`config.mk`:
```
export PLATFORM = sky130hd
export DESIGN_NAME = uart_tx_arbiter_flat
export DESIGN_NICKNAME = d
export VERILOG_FILES = /design/src/rtl/uart_tx_arbiter_if.sv /design/src/rtl/uart_tx_arbiter.sv /design/src/flat_wrapper.sv
export SDC_FILE = /design/constraint.sdc
export NUM_CORES = 1
export LEC_CHECK = 0
export BUFFER_PORTS_ARGS = -buffer_cell sky130_fd_sc_hd__buf_2
export CELL_PAD_IN_SITES_DETAIL_PLACEMENT = 1
export CELL_PAD_IN_SITES_GLOBAL_PLACEMENT = 1
export CORE_ASPECT_RATIO = 0.5
export CORE_MARGIN = 2
export CORE_UTILIZATION = 39
export CTS_BUF_LIST = sky130_fd_sc_hd__clkbuf_8
export DETAILED_ROUTE_END_ITERATION = 8
export GPL_ROUTABILITY_DRIVEN = 1
export PLACE_DENSITY = 0.93
export SKIP_CTS_REPAIR_TIMING = 1
export SYNTH_ARGS = -nofsm -noshare
export SYNTH_HDL_FRONTEND = slang
export SYNTH_SLANG_ARGS = --single-unit
```
`constraint.sdc`:
```
create_clock -name i_clk -period 2.3 [get_ports i_clk]
set_clock_uncertainty 0.05 [all_clocks]
set_input_delay 0.115 -clock i_clk [delete_from_list [all_inputs] [get_ports i_clk]]
set_output_delay 0.115 -clock i_clk [all_outputs]
set_load 0.005 [all_outputs]
```
`src/rtl/uart_tx_arbiter_if.sv`:
```
`default_nettype none
// ============================================================================
// Module   : uart_tx_arbiter_if
// Brief    : Requester and serializer signals shared by uart_tx_arbiter.
// Revision : 1.0 - initial release
// ============================================================================
interface uart_tx_arbiter_if #(
    parameter int NUM_REQ = 4
);
    logic [NUM_REQ-1:0]   i_req;
    logic [8*NUM_REQ-1:0] i_data;
    logic [NUM_REQ-1:0]   i_last;
    logic [NUM_REQ-1:0]   o_ack;
    logic [NUM_REQ-1:0]   o_grant;
    logic [7:0]           o_tx_data;
    logic                 o_tx_start;
    logic                 i_tx_busy;
    logic                 o_busy;

    modport master (
        input  i_req, i_data, i_last, i_tx_busy,
        output o_ack, o_grant, o_tx_data, o_tx_start, o_busy
    );

    modport slave (
        output i_req, i_data, i_last, i_tx_busy,
        input  o_ack, o_grant, o_tx_data, o_tx_start, o_busy
    );
endinterface
`default_nettype wire

```
`src/rtl/uart_tx_arbiter.sv`:
```
`default_nettype none
// ============================================================================
// Module   : uart_tx_arbiter
// Brief    : Packet-level round-robin arbiter sharing one UART transmitter.
// Revision : 1.0 - initial release
// ============================================================================
module uart_tx_arbiter #(
    parameter int NUM_REQ      = 4,
    parameter int BUSY_TIMEOUT = 64
) (
    input  wire logic          i_clk,
    input  wire logic          i_reset,
    uart_tx_arbiter_if.master  bus
);
    localparam int c_PTR_W = $clog2(NUM_REQ);
    localparam int c_CNT_W = (BUSY_TIMEOUT > 1) ? $clog2(BUSY_TIMEOUT) : 1;
    localparam logic [c_CNT_W-1:0] c_CNT_MAX = c_CNT_W'(BUSY_TIMEOUT - 1);
    localparam logic [c_PTR_W-1:0] c_PTR_RST = c_PTR_W'(NUM_REQ - 1);
    localparam logic [NUM_REQ-1:0] c_ONE     = NUM_REQ'(1);

    typedef enum logic [1:0] {
        S_IDLE      = 2'd0,
        S_SEND      = 2'd1,
        S_WAIT_BUSY = 2'd2,
        S_WAIT_DONE = 2'd3
    } state_t;

    state_t               r_state;
    logic [NUM_REQ-1:0]   r_grant;
    logic [NUM_REQ-1:0]   r_ack;
    logic [c_PTR_W-1:0]   r_owner;
    logic [c_PTR_W-1:0]   r_last_grant;
    logic [7:0]           r_tx_data;
    logic                 r_start;
    logic                 r_last_byte;
    logic [c_CNT_W-1:0]   r_cnt;

    logic                 w_any;
    logic [c_PTR_W-1:0]   w_win;
    logic [c_PTR_W-1:0]   w_idx;

    // Walk the search order backwards so the candidate closest to the pointer is assigned last and wins.
    always_comb begin
        w_any = 1'b0;
        w_win = r_last_grant;
        w_idx = r_last_grant;
        for (int i = NUM_REQ; i >= 1; i--) begin
            w_idx = c_PTR_W'((int'(r_last_grant) + i) % NUM_REQ);
            if (bus.i_req[w_idx]) begin
                w_any = 1'b1;
                w_win = w_idx;
            end
        end
    end

    always_ff @(posedge i_clk or posedge i_reset) begin
        if (i_reset) begin
            r_state      <= S_IDLE;
            r_grant      <= '0;
            r_ack        <= '0;
            r_owner      <= '0;
            r_last_grant <= c_PTR_RST;
            r_tx_data    <= 8'h00;
            r_start      <= 1'b0;
            r_last_byte  <= 1'b0;
            r_cnt        <= '0;
        end else begin
            r_ack   <= '0;
            r_start <= 1'b0;
            case (r_state)
                S_IDLE: begin
                    if (w_any) begin
                        r_owner <= w_win;
                        r_grant <= c_ONE << w_win;
                        r_state <= S_SEND;
                    end
                end
                S_SEND: begin
                    if (!bus.i_req[r_owner]) begin
                        r_grant      <= '0;
                        r_last_grant <= r_owner;
                        r_state      <= S_IDLE;
                    end else if (!bus.i_tx_busy) begin
                        r_tx_data   <= bus.i_data[{r_owner, 3'b000} +: 8];
                        r_start     <= 1'b1;
                        r_ack       <= r_grant;
                        r_last_byte <= bus.i_last[r_owner];
                        r_cnt       <= '0;
                        r_state     <= S_WAIT_BUSY;
                    end
                end
                S_WAIT_BUSY: begin
                    // Exiting at the maximum keeps the counter from ever wrapping.
                    if (bus.i_tx_busy || (r_cnt == c_CNT_MAX)) begin
                        r_state <= S_WAIT_DONE;
                    end else begin
                        r_cnt <= r_cnt + 1'b1;
                    end
                end
                S_WAIT_DONE: begin
                    if (!bus.i_tx_busy) begin
                        if (r_last_byte) begin
                            r_grant      <= '0;
                            r_last_grant <= r_owner;
                            r_state      <= S_IDLE;
                        end else begin
                            r_state <= S_SEND;
                        end
                    end
                end
                default: r_state <= S_IDLE;
            endcase
        end
    end

    assign bus.o_ack      = r_ack;
    assign bus.o_grant    = r_grant;
    assign bus.o_tx_data  = r_tx_data;
    assign bus.o_tx_start = r_start;
    assign bus.o_busy     = (r_state != S_IDLE);

endmodule
`default_nettype wire

```
`src/flat_wrapper.sv`:
```
// flat-port wrapper written by rule: the top's interface ports become plain ports
module uart_tx_arbiter_flat 
#(
    parameter int NUM_REQ      = 4,
    parameter int BUSY_TIMEOUT = 64
)
  (i_clk, i_reset, bus_i_req, bus_i_data, bus_i_last, bus_i_tx_busy, bus_o_ack, bus_o_grant, bus_o_tx_data, bus_o_tx_start, bus_o_busy);
  uart_tx_arbiter_if #(.NUM_REQ(NUM_REQ)) bus_i ();
  input  wire logic i_clk;
  input  wire logic i_reset;
  input wire logic [$bits(bus_i.i_req)-1:0] bus_i_req;
  input wire logic [$bits(bus_i.i_data)-1:0] bus_i_data;
  input wire logic [$bits(bus_i.i_last)-1:0] bus_i_last;
  input wire logic [$bits(bus_i.i_tx_busy)-1:0] bus_i_tx_busy;
  output wire logic [$bits(bus_i.o_ack)-1:0] bus_o_ack;
  output wire logic [$bits(bus_i.o_grant)-1:0] bus_o_grant;
  output wire logic [$bits(bus_i.o_tx_data)-1:0] bus_o_tx_data;
  output wire logic [$bits(bus_i.o_tx_start)-1:0] bus_o_tx_start;
  output wire logic [$bits(bus_i.o_busy)-1:0] bus_o_busy;
  assign bus_i.i_req = bus_i_req;
  assign bus_i.i_data = bus_i_data;
  assign bus_i.i_last = bus_i_last;
  assign bus_i.i_tx_busy = bus_i_tx_busy;
  assign bus_o_ack = bus_i.o_ack;
  assign bus_o_grant = bus_i.o_grant;
  assign bus_o_tx_data = bus_i.o_tx_data;
  assign bus_o_tx_start = bus_i.o_tx_start;
  assign bus_o_busy = bus_i.o_busy;
  uart_tx_arbiter #(.NUM_REQ(NUM_REQ), .BUSY_TIMEOUT(BUSY_TIMEOUT)) u_core (.i_clk(i_clk), .i_reset(i_reset), .bus(bus_i));
endmodule
```
==> reports/metrics.csv <==
metric,value,unit
dpl.hpwl,3676,um
area_growth,28.45,%
synth_cell_types,41,
drt_wl_total,5067,um
clock_sinks,30,
worstSetupEndpointType,flop,
grt_max_degree,31,
cap_viol_max_count,0,
r2r_end,u_core.bus.o_tx_data[3]$_DFFE_PP0P_,
row_count,16,
nFillCells,439,
antenna_found_initial,0,
hold_start,bus_i_tx_busy,
tns,0,ns
fin_ws,0.2892,ns
worstSetupPathType,flop to flop,
slew_headroom,50.83,%
io_pins,61,
final_cells,256,
via_per_inst,5.625,
min_path_type,primary input to flop,
netlist_area,0.001640,mm2
yosys_warnings,0,
clk_pin_slew,0.06,ns
async_flop_share,100.0,%
r2r_cells,3,
vias,1440,
synth_edf_count,0,
placed_cells,247,
critical_path.max_fanout,17,
grt_pass1_vias,1630,
fin_crit,2.011,ns
drive_gt1_share,47.03,%
portBuffers,60,
cp_slowest_cell,and3_1,
core_area,0.003964,mm2
postRouteAntennaNets,0,
dr.pass1.iters,4,
cts_inserted_buffers,5,
dp_worst_setup_slack,0.2987,ns
critical_path_buf_inv_count,0,
worst_pin_slew,0.7376,ns
rsz0062_at_grt,no,
status,completed,
r2r_start,u_core.r_owner[0]$_DFFE_PP0P_,
hold_violations,0,
start_kind,flop,
min_path_cells,3,
grtUsageTotal,23.67,%
place.gp.congestion,0.8325,
initial_core_util,41.38,%
register_area,753.2,um2
syn-num-nets,180,
antenna_cells,0,
cp_data_arrival_time,2.13,ns
yosysSeqAreaShare,45.92,%
slowest_delay,0.65,ns
cts_htree_levels,2,
rrSetupSlack,0.29,ns
cp_top_family,multiplexers,
p_leak,0.9954,nW
clk_latency,0.29,ns
avgSynthCellArea,12.06,um2
clockBufferDepth,2,
routedWlPerCell,19.79,um
ys.flop_type,dfrtp_1,
drtIter0Drc,65,
grt_pass1_wl,8148,um
die_w,95.72,um
root_buffer,clkbuf_8,
syn_inst,136,
synth_seq_cells,30,
power.total,2.555,mW
path_cells,mux4_2 > and3_1 > mux2_2,
powerDensity,1213,mW/mm2
num-nets-final,245,
drc,0,
whs_endpoint,u_core.r_cnt[1]$_DFFE_PP0P_,
setup_viol,0,
timing.final.crit_share,87.43,%
multi_input_area,824.5,um2
overflow,0,
dieArea,0.004772,mm2
required,2.42,ns
vdd_ir_drop_max,496.3,uV
cts_tree,built,
die_y,49.86,um
max_freq,0.4973,GHz
slew_violations,0,
[worst register-to-register path, cell delays in order (launching register included)]
cell,delay [ns]
dfrtp_1,0.40
mux4_2,0.38
and3_1,0.65
mux2_2,0.42
[worst max-delay path by stage]
stage,start,end,cells after the start
2_1_floorplan,u_core.r_owner[0]$_DFFE_PP0P_,u_core.bus.o_tx_data[0]$_DFFE_PP0P_,5
3_3_place_gp,u_core.r_owner[0]$_DFFE_PP0P_,u_core.bus.o_tx_data[3]$_DFFE_PP0P_,3
3_5_place_dp,u_core.r_owner[0]$_DFFE_PP0P_,u_core.bus.o_tx_data[3]$_DFFE_PP0P_,3
4_1_cts,u_core.r_owner[0]$_DFFE_PP0P_,u_core.bus.o_tx_data[3]$_DFFE_PP0P_,3
5_1_grt,u_core.r_state[0]$_DFFE_PP0P_,u_core.bus.o_tx_data[3]$_DFFE_PP0P_,3
6_report,u_core.r_owner[0]$_DFFE_PP0P_,u_core.bus.o_tx_data[3]$_DFFE_PP0P_,3
[through the flow]
stage                     util (%)  area (um2)  hold WS (ns)
after floorplan                  -        1640        0.1543
after global placement       50.22        1991        0.1522
after detailed placement     50.22        1991        0.1648
after CTS                    52.90        2097       -0.1430
after global routing         53.16        2107        0.2399
final                        53.16        2107        0.2108
[cells in the final DEF, fill, tap and decap left out, drive strengths merged, types with 2 or more instances in the layout]
| master | instances |
|---|---|
| a21oi | 5 |
| a32o | 2 |
| and2 | 5 |
| buf | 63 |
| clkbuf | 5 |
| dfrtp | 28 |
| dfstp | 2 |
| inv | 7 |
| mux2 | 12 |
| mux2i | 3 |
| mux4 | 10 |
| nand2 | 7 |
| nand2b | 4 |
| nand3 | 4 |
| nor2 | 8 |
| nor2b | 3 |
| nor3 | 2 |
| o21ai | 5 |
| o31ai | 2 |
| o32ai | 2 |
| or3 | 3 |
[cells by family (layout without fill, tap and decap cells)]
kind of cell	count (synthesis)	in the layout	synth area share, %
AOI/OAI and AO/OA	26	26	11.37
muxes	25	25	24.26
buffers and inverters	12	78	3.814
and+or+nand+nor	41	41	13.35
xor gates and xnor gates	1	1	0.5340
DFF	30	30	45.92
adders and majority gates	1	1	0.7627
[registers in the layout (all words and copies together), names as in the netlist, named ones only]
name,count
u_core.bus.o_grant,4
u_core.r_last_grant,2
u_core.r_cnt,6
u_core.r_state,1
u_core.r_owner,2
u_core.bus.o_ack,4
u_core.bus.o_tx_data,8
u_core.bus.o_tx_start,1
u_core.r_last_byte,1
[synth_stat cells, drive strengths merged (2+ instances only)]
library cell / n / share of area [%]
a21oi: 5 / 1.5
a32o: 2 / 1.2
and2: 5 / 1.9
buf: 4 / 2.0
clkbuf: 2 / 0.46
dfrtp: 28 / 43
dfstp: 2 / 3.2
inv: 5 / 1.1
mux2: 12 / 8.7
mux2i: 3 / 1.8
mux4: 10 / 14
nand2: 7 / 1.6
nand2b: 4 / 1.5
nand3: 4 / 1.2
nor2: 8 / 1.8
nor2b: 3 / 1.1
nor3: 2 / 0.61
o21ai: 5 / 1.5
o31ai: 2 / 0.92
o32ai: 2 / 1.1
or3: 3 / 1.1
[metal layers]
metal  vias up  track usage, %  wire, um
met5         -               0         0
met4         0           10.48       127
met3        14           5.199       198
met2        48           42.42      2693
met1       736           27.16      2047
li1        642               -         -
[layout make-up]
cell class | instances | share of cell area [%]
clock inverter | 3 | 1.781
sequential | 30 | 35.75
inverter | 6 | 1.069
tap | 54 | 3.207
timing repair buffer | 64 | 15.80
multi-input combinational | 94 | 39.13
clock buffer | 5 | 3.266
[power breakdown]
| part | switching (mW) | leakage (nW) | internal (mW) |
|---|---|---|---|
| clock | 0.200 | 0.0607 | 0.315 |
| sequential | 0.182 | 0.377 | 0.734 |
| combinational | 0.540 | 0.558 | 0.585 |
| total | 0.921 | 0.995 | 1.63 |
No activity file was read; power rests on OpenSTA's default activity.
